## config.mk

```make
export PLATFORM = sky130hd
export DESIGN_NAME = wptr_full
export DESIGN_NICKNAME = d
export VERILOG_FILES = /design/src/rtl/wptr_full.sv
export SDC_FILE = /design/constraint.sdc
export NUM_CORES = 1
export LEC_CHECK = 0
export CORE_AREA = 2 2 39 41
export DETAILED_ROUTE_END_ITERATION = 7
export DIE_AREA = 0 0 41 43
export PLACE_DENSITY = 0.62
export SLEW_MARGIN = 30
export SYNTH_ARGS = -nofsm -noshare
export SYNTH_HDL_FRONTEND = slang
export SYNTH_SLANG_ARGS = --single-unit
```

## constraint.sdc

```tcl
create_clock -name clk -period 3.05 [get_ports clk]
set_input_delay 0.61 -clock clk [delete_from_list [all_inputs] [get_ports clk]]
set_output_delay 0.61 -clock clk [all_outputs]
set_load 0.01 [all_outputs]
```

## src/rtl/wptr_full.sv

```systemverilog
// Write-side pointer/full logic for an async FIFO: Gray write pointer, registered full/almost-full, sticky overflow.
// Pointer and flags update 1 clk after an accepted write; writes while full are dropped. Optional afull via WPTR_AFULL_EN.
module wptr_full #(
   parameter int ADDR_W       = 3,
   parameter int AFULL_THRESH = 2
) (
   input  logic              clk,
   input  logic              rst_n,
   input  logic              winc,
   input  logic [ADDR_W:0]   wq2_rptr,
   output logic              wen,
   output logic [ADDR_W-1:0] waddr,
   output logic [ADDR_W:0]   wptr,
   output logic              wfull,
   output logic              afull,
   output logic              wovf
);

   localparam int DEPTH = 2 ** ADDR_W;

   if (ADDR_W < 2 || AFULL_THRESH < 1 || AFULL_THRESH > DEPTH - 1) begin : g_bad_cfg
      $error("wptr_full: illegal ADDR_W/AFULL_THRESH combination");
   end

   logic [ADDR_W:0] wbin;
   logic [ADDR_W:0] wbin_next;
   logic [ADDR_W:0] wgray_next;
   logic [ADDR_W:0] full_cmp;

   assign wen        = winc & ~wfull;
   assign waddr      = wbin[ADDR_W-1:0];
   assign wbin_next  = wbin + {{ADDR_W{1'b0}}, wen};
   assign wgray_next = (wbin_next >> 1) ^ wbin_next;

   // Full when the next write pointer is exactly one lap ahead of the read pointer.
   assign full_cmp = {~wq2_rptr[ADDR_W:ADDR_W-1], wq2_rptr[ADDR_W-2:0]};

   always_ff @(posedge clk or negedge rst_n) begin
      if (!rst_n) begin
         wbin  <= '0;
         wptr  <= '0;
         wfull <= 1'b0;
         wovf  <= 1'b0;
      end else begin
         wbin  <= wbin_next;
         wptr  <= wgray_next;
         wfull <= (wgray_next == full_cmp);
         if (winc && wfull) begin
            wovf <= 1'b1;
         end
      end
   end

`ifdef WPTR_AFULL_EN
   localparam logic [ADDR_W:0] AFULL_LVL = (ADDR_W + 1)'(DEPTH - AFULL_THRESH);

   logic [ADDR_W:0] rbin;
   logic [ADDR_W:0] fill_next;

   // Gray-to-binary: each binary bit is the XOR of all Gray bits at or above it.
   for (genvar i = 0; i <= ADDR_W; i++) begin : g_g2b
      assign rbin[i] = ^wq2_rptr[ADDR_W:i];
   end

   assign fill_next = wbin_next - rbin;

   always_ff @(posedge clk or negedge rst_n) begin
      if (!rst_n) begin
         afull <= 1'b0;
      end else begin
         afull <= (fill_next >= AFULL_LVL);
      end
   end
`else
   assign afull = 1'b0;
`endif

endmodule

```

==> reports/metrics.cfg, run 1 <==
[run_status]
status = finished clean

[pwr]
power_density_nw_per_um2 = 1190
total_power_mw = 0.791
leakagePower_nw = 0.290
max-vdd-ir-drop_mv = 0.453

[synth]
yosys_register_bits = 9
syn_inst = 40
syn-num-nets = 49
yosys_warnings = 0
synth_cell_type_count = 22
seq_area_frac_synth_pct = 48.1
syn_avg_cell_area_um2 = 11.7
syn_area_um2 = 468

[routing]
routedWlPerCell_um = 10.9
drtIter0Drc = 3
vias = 366
dr.pass1.iters = 5
routed_via_density = 4.95
wl_um = 807
drtAntennaViolNets = 0
drc = 0

[global_route]
grt_usage_pct = 10.8
grt_overflow = 0
grt_max_degree = 10
grt_pass1_vias = 303
grt.busiest_layer = met2
antenna_found_initial = 0
grt_pass1_wl_um = 1300
use_met1_pct = 13.6
met3_usage_pct = 3.14
grtUsageMet2_pct = 16.9

[floorplan]
io_pins = 18
coreArea_um2 = 1380
fp.dieW_um = 41
initial_core_util_pct = 33.8
die_h_um = 43
die_area_um2 = 1760
fp-row-count = 14

[cts]
path_clk_slew_ns = 0.06
ctsHoldBuffers = 0
cts_resized = 0
cts_tree = yes
clkSinkCount = 9
numCtsBuffers = 3
clock_latency_ns = 0.26
h-tree-depth = 1
postCtsSetupRepairBufs = 0
clockBufferDepth = 2
clockRootBuffer = clkbuf_4

[setup_path]
critPathRequiredTime_ns = 3.25
r2r.worst_path.cells = 7
critical_path_arrival_ns = 2.63
cp-start-kind = input port
end_kind = flop
worstPathMaxFanout = 5
critPathKind = in -> reg

[timing]
tns_ns = 0
fmax_mhz = 411
clock_skew_ns = 0.00414
slew_violations = 0
fin_crit_sh_pct = 79.8
finalSetupViolCount = 0
fin_crit_ns = 2.43
rsz0062_at_grt = no
hold_viol_final = 0

[layout]
area_delta_synth_final_pct = 41.7
diodes = 0
drive_above_1_share_pct = 12.1
fin_nets = 68

[hold_path]
whs_path_depth = 1
hp-class = reg -> reg

[place]
port_buffers = 16
hpwl_um = 658
place.gp.congestion = 0.689

[flow_run]
max-cap-violations = 0

==> area by class of cell <==
cell class                      count  area, µm²
Fill cell                         140        721
Multi-Input combinational cell     28        226
Sequential cell                     9        225
Timing Repair Buffer               16        160
Clock buffer                        3       22.5
Tap cell                           16       20.0
Clock inverter                      1       5.00
Inverter                            1       3.75
==> synth_stat cells <==
master | n | area, µm²
ha_1 | 2 | 25.0
buf_4 | 1 | 7.51
mux2i_1 | 1 | 10.0
o21ai_0 | 2 | 10.0
and3_1 | 1 | 6.26
nand3_1 | 1 | 5.00
nand4_1 | 1 | 6.26
a21o_1 | 1 | 7.51
nor2b_1 | 2 | 12.5
buf_2 | 1 | 5.00
o32ai_1 | 1 | 8.76
dfrtp_1 | 9 | 225
xor2_2 | 1 | 16.3
nor2_1 | 2 | 7.51
inv_1 | 1 | 3.75
o211ai_1 | 1 | 7.51
a21bo_2 | 1 | 10.0
o311a_2 | 1 | 11.3
xnor2_1 | 3 | 26.3
and4_1 | 1 | 8.76
conb_1 | 1 | 3.75
xor2_1 | 5 | 43.8
==> final timing paths <==
| path | slack [ns] | start | endpoint |
|---|---|---|---|
| min in group asynchronous | 0.64 | rst_n | wovf |
| hold / removal | 0.46 | wovf | wovf |
| setup reg to reg | 1.06 | wfull | wfull |
| setup / recovery | 0.62 | winc | wfull |
| max in group asynchronous | 2.13 | rst_n | wbin[1] |
| hold reg to reg | 0.46 | wovf | wovf |
==> state kept, by name, summed over array words and instances, names as in the netlist <==
register / cells
wbin: 4
wfull: 1
wovf: 1
wptr: 3
==> critical path, stage by stage <==
cell,delay [ns]
clkdlybuf4s50_1,0.47
nor2b_1,0.17
ha_1,0.26
ha_1,0.26
xor2_1,0.35
o21ai_0,0.17
o32ai_1,0.13
and4_1,0.22
==> through the flow <==
step           hold WS, ns  util, %  instance area (µm²)  std cells  setup slack [ns]
3_3_place_gp         0.452     45.9                  636         70             0.356
6_report             0.458     47.9                  663         74             0.616
4_1_cts              0.462     47.9                  663         74             0.607
5_1_grt              0.476     47.9                  663         74             0.406
3_5_place_dp         0.447     45.9                  636         70             0.339
2_1_floorplan        0.314        -                  468         40             0.869
==> metal layers <==
metal / up-vias / share of wire [%]
li1: 175 / -
met1: 175 / 42
met2: 16 / 49
met3: 0 / 9.3
met4: 0 / 0
met5: - / 0
==> cell usage in the layout, fill, tap and decap left out, types with 2 or more instances in the layout <==
cell type	n
clkdlybuf4s50_1	16
dfrtp_1	9
xor2_1	5
xnor2_1	3
clkbuf_4	3
nor2b_1	2
o21ai_0	2
nor2_1	2
ha_1	2
==> kinds of logic after synthesis <==
logic type | count (synthesis) | share of synthesized area (%)
compound gates | 7 | 11.8
xor+xnor | 9 | 18.5
fa+ha+maj | 2 | 5.35
buf+inv | 3 | 3.47
flops | 9 | 48.1
mux | 1 | 2.14
other cells | 1 | 0.801
simple gates | 8 | 9.89
==> report_power, final <==
group | total (mW) | internal, mW | switching (mW)
Clock | 0.0921 | 0.0484 | 0.0437
Sequential | 0.232 | 0.186 | 0.0466
Combinational | 0.466 | 0.258 | 0.208
Total | 0.791 | 0.492 | 0.299
No activity file was read; power rests on OpenSTA's default activity.
==> run 2: changes to the inputs <==
clock period = 2.5 ns   (was 3.05 ns; I/O delays follow)
==> run 2 against run 1 <==
Cell count up 5.4%. Utilization grew 2.1 points. Clock skew is 0.0027 ns lower. Routed wire length rose by 5.8%. Critical endpoint unchanged. Sequential share of layout area is 1.4 points lower. Via count is 0.27% lower. Clock power is 23% higher.
==> reports/metrics.cfg, run 2 (same netlist as run 1, synthesis figures left out) <==
[run_status]
status = finished clean

[global_route]
grt_max_degree = 10
grt_pass1_wl_um = 1510
grt_pass1_vias = 373
grt_usage_pct = 13.3
antenna_found_initial = 0
grt_overflow = 0

[layout]
final_common_cell = clkdlybuf4s50_1
top_register = wbin
drive_above_1_share_pct = 16.1
final_cells = 78
regArea_um2 = 225
diodes = 0
fill_cells = 156
post-route-util_pct = 50.0
fin_nets = 72
largest_register_ffs = 4
area_delta_synth_final_pct = 47.9
multi_input_area_um2 = 226
reg_top3 = wbin x4, wptr x3
mostFrequentLayoutCells = 16 x clkdlybuf4s50_1, 9 x dfrtp_1, 5 x xor2_1
stdcell_area_um2 = 692

[pwr]
max-vdd-ir-drop_mv = 0.507
leakagePower_nw = 0.306
power_density_nw_per_um2 = 1490

[cts]
numCtsBuffers = 3
cts_resized = 0
postCtsSetupRepairBufs = 0
clock_latency_ns = 0.26
clkSinkCount = 9
clockRootBuffer = clkbuf_4
path_clk_slew_ns = 0.06
cts_tree = yes
h-tree-depth = 1
ctsHoldBuffers = 0
clockBufferDepth = 2

[floorplan]
initial_core_util_pct = 33.8
io_pins = 18
fp-row-count = 14
coreArea_um2 = 1380
die_h_um = 43
fp.dieW_um = 41
die_area_um2 = 1760

[setup_path]
worstPathMaxFanout = 5
rr_startpoint = wfull
end_kind = flop
critPathKind = in -> reg
r2r_setup_slack_ns = 0.60
cp-start-kind = input port
critical_path_arrival_ns = 2.43
r2r_end = wfull
r2r.worst_path.cells = 7
critPathRequiredTime_ns = 2.69

[timing]
hold_viol_final = 0
rsz0062_at_grt = no
fin_crit_sh_pct = 89.4
clock_skew_ns = 0.00140
finalSetupViolCount = 0
fmax_mhz = 447
slew_violations = 0
fin_crit_ns = 2.24

[routing]
routed_via_density = 4.68
routedWlPerCell_um = 10.9
dr.pass1.iters = 2
vias = 365
drc = 0
drtIter0Drc = 1
drtAntennaViolNets = 0
wl_um = 854

[place]
dp.cells = 74
hpwl_um = 696
port_buffers = 16
placed_cell_area_um2 = 666
place.gp.congestion = 0.650

[hold_path]
hp-class = reg -> reg
hp-start = wovf
holdPathEnd = wovf
whs_path_depth = 1

[flow_run]
max-cap-violations = 0

[run 2: layout make-up]
| cell class | instances | share of cell area [%] |
|---|---|---|
| inverter | 1 | 0.542 |
| clock buffer | 4 | 3.80 |
| multi-input combinational | 28 | 32.7 |
| timing repair buffer | 20 | 27.5 |
| sequential | 9 | 32.5 |
| tap | 16 | 2.89 |
[run 2: worst max-delay path: stages]
cell,delay [ns]
clkdlybuf4s50_1,0.47
nor2b_1,0.18
ha_1,0.20
ha_1,0.24
xor2_1,0.33
o21ai_0,0.14
o32ai_1,0.13
and4_1,0.23
[run 2: how the worst max path moves through the flow]
stage,start,end,slack (ns),cells past startpoint
after global placement,winc,wfull,-0.02,8
after CTS,winc,wfull,0.24,8
after global routing,winc,wfull,0.14,8
after floorplan,winc,wfull,0.43,7
after detailed placement,winc,wfull,-0.02,8
final,winc,wfull,0.26,8
[run 2: power breakdown]
part           total, mW  internal, mW  switching (mW)
combinational      0.634         0.368           0.266
sequential         0.282         0.227          0.0548
clock              0.113        0.0616          0.0518
total               1.03         0.656           0.373
[run 2: stage by stage]
step | TNS, ns | setup slack, ns | hold WS (ns) | power, mW
after floorplan | 0 | 0.429 | 0.204 | 0.642
after CTS | 0 | 0.242 | 0.458 | 1.05
after global routing | 0 | 0.136 | 0.485 | 1.14
after detailed placement | -0.0239 | -0.0239 | 0.443 | 0.928
final | 0 | 0.265 | 0.456 | 1.03
after global placement | -0.0179 | -0.0179 | 0.438 | 0.918
[run 2: per-layer routing]
layer / vias up / GRT usage, % / routed length [µm]
met5: - / 0 / 0
met4: 0 / 8.00 / 0
met3: 0 / 3.14 / 69
met2: 12 / 20.6 / 460
met1: 172 / 15.7 / 324
li1: 181 / - / -
==> run 3: changes to the inputs <==
GPL_ROUTABILITY_DRIVEN = 0   (was not set)
GPL_TIMING_DRIVEN = 0   (was not set)
==> run 3 against run 2 <==
Sequential power barely moved. Cell count fell by 2.6%. Combinational power fell by 10%. Design area fell by 2.5%. Utilization fell by 1.3 points. First-iteration DRC count rose by 100%. Flip-flop and latch count did not move. Maximum frequency fell by 5.3%. Worst setup slack got worse by 0.13 ns.
==> reports/metrics.cfg, run 3 (same netlist as run 1, synthesis figures left out) <==
[run_status]
status = finished clean

[layout]
mostFrequentLayoutCells = 16 x clkdlybuf4s50_1, 9 x dfrtp_1, 5 x xor2_1
top_register = wbin
regArea_um2 = 225
fin_nets = 70
drive_above_1_share_pct = 13.3
fill_cells = 154
largest_register_ffs = 4
multi_input_area_um2 = 226
reg_top3 = wbin x4, wptr x3
area_delta_synth_final_pct = 44.1
final_common_cell = clkdlybuf4s50_1
diodes = 0
stdcell_area_um2 = 674
post-route-util_pct = 48.7

[setup_path]
cp_top_family = adder cells
critical_path_arrival_ns = 2.55
rr_startpoint = wfull
crit_chain = clkdlybuf4s50_1 > nor2b_1 > ha_1 > ha_1 > xor2_1 > o21ai_0 > o32ai_1 > and4_1
critPathKind = in -> reg
end_kind = flop
critPathSlowestCell = clkdlybuf4s50_1
cpPeakStageDelay_ns = 0.47
worstPathMaxFanout = 5
r2r.worst_path.cells = 7
critPathRequiredTime_ns = 2.69
cp_num_cells = 8
cp-start-kind = input port
cp_common_cell = ha_1
worstSetupStartpoint = winc
crit_buf_inv = 1

[routing]
highest_layer = met4
wl_um = 801
drc = 0
wl_met2_um = 397
drtIter0Drc = 2
met3RoutedLength_um = 67
routedWlPerCell_um = 10.5
routed_via_density = 4.82
dr.pass1.iters = 4
vias = 366
wl_met1_um = 327
drtAntennaViolNets = 0

[timing]
fin_crit_sh_pct = 94.4
fin_crit_ns = 2.36
hold_viol_final = 0
slew_violations = 0
clock_skew_ns = 0.00468
fmax_mhz = 424
rsz0062_at_grt = no
finalSetupViolCount = 0

[floorplan]
initial_core_util_pct = 33.8
io_pins = 18
die_h_um = 43
fp-row-count = 14
die_area_um2 = 1760
coreArea_um2 = 1380
fp.dieW_um = 41

[global_route]
grt_pass1_vias = 320
grt_usage_pct = 10.5
grt_max_degree = 10
antenna_found_initial = 0
grt_overflow = 0
grt_pass1_wl_um = 1210

[flow_run]
max-cap-violations = 0

[place]
port_buffers = 16
placed_cell_area_um2 = 648
hpwl_um = 678

[cts]
clockBufferDepth = 2
numCtsBuffers = 3
path_clk_slew_ns = 0.06
clockRootBuffer = clkbuf_4
postCtsSetupRepairBufs = 0
clkSinkCount = 9
clock_latency_ns = 0.26
ctsHoldBuffers = 0
cts_tree = yes
cts_resized = 0
h-tree-depth = 1

[pwr]
power_density_nw_per_um2 = 1430
max-vdd-ir-drop_mv = 0.536
leakagePower_nw = 0.296
total_power_mw = 0.962

[hold_path]
hp-start = wovf
whs_path_depth = 1
hp-class = reg -> reg

==> run 3: area by class of cell <==
class | instances | share of cell area, %
multi-input combinational | 28 | 33.6
clock buffer | 4 | 3.90
buffer | 2 | 1.86
sequential | 9 | 33.4
tap | 16 | 2.97
timing repair buffer | 16 | 23.7
inverter | 1 | 0.557
==> run 3: final timing paths <==
check,to,slack [ns]
setup reg to reg,wfull,0.49
min in group asynchronous,wbin[3],0.53
hold / removal,wovf,0.49
hold reg to reg,wovf,0.49
setup / recovery,wfull,0.14
max in group asynchronous,wbin[0],1.68
==> run 3: per-layer routing <==
layer  vias up  global-route usage [%]
li1        179                       -
met1       169                    10.6
met2        16                    17.8
met3         2                    4.71
met4         0                    4.00
met5         -                       0
==> run 3: worst register-to-register path: stages, from the launching register on <==
cell     delay (ns)
dfrtp_1        0.39
nor2b_1        0.17
ha_1           0.27
ha_1           0.27
xor2_1         0.35
o21ai_0        0.15
o32ai_1        0.13
and4_1         0.22
==> run 3: metrics by stage <==
stage / instances / worst slack (ns) / hold slack [ns] / TNS [ns]
final: 76 / 0.140 / 0.490 / 0
after global routing: 76 / 0.0141 / 0.516 / 0
after CTS: 76 / 0.131 / 0.512 / 0
after detailed placement: 72 / -0.129 / 0.498 / -0.129
after global placement: 72 / -0.122 / 0.438 / -0.122
after floorplan: 40 / 0.429 / 0.204 / 0
==> run 3: where the power goes <==
group | switching, mW | leakage [nW] | internal, mW | total [mW]
registers | 0.0566 | 0.106 | 0.227 | 0.284
logic | 0.250 | 0.175 | 0.319 | 0.570
clock network | 0.0478 | 0.0150 | 0.0613 | 0.109
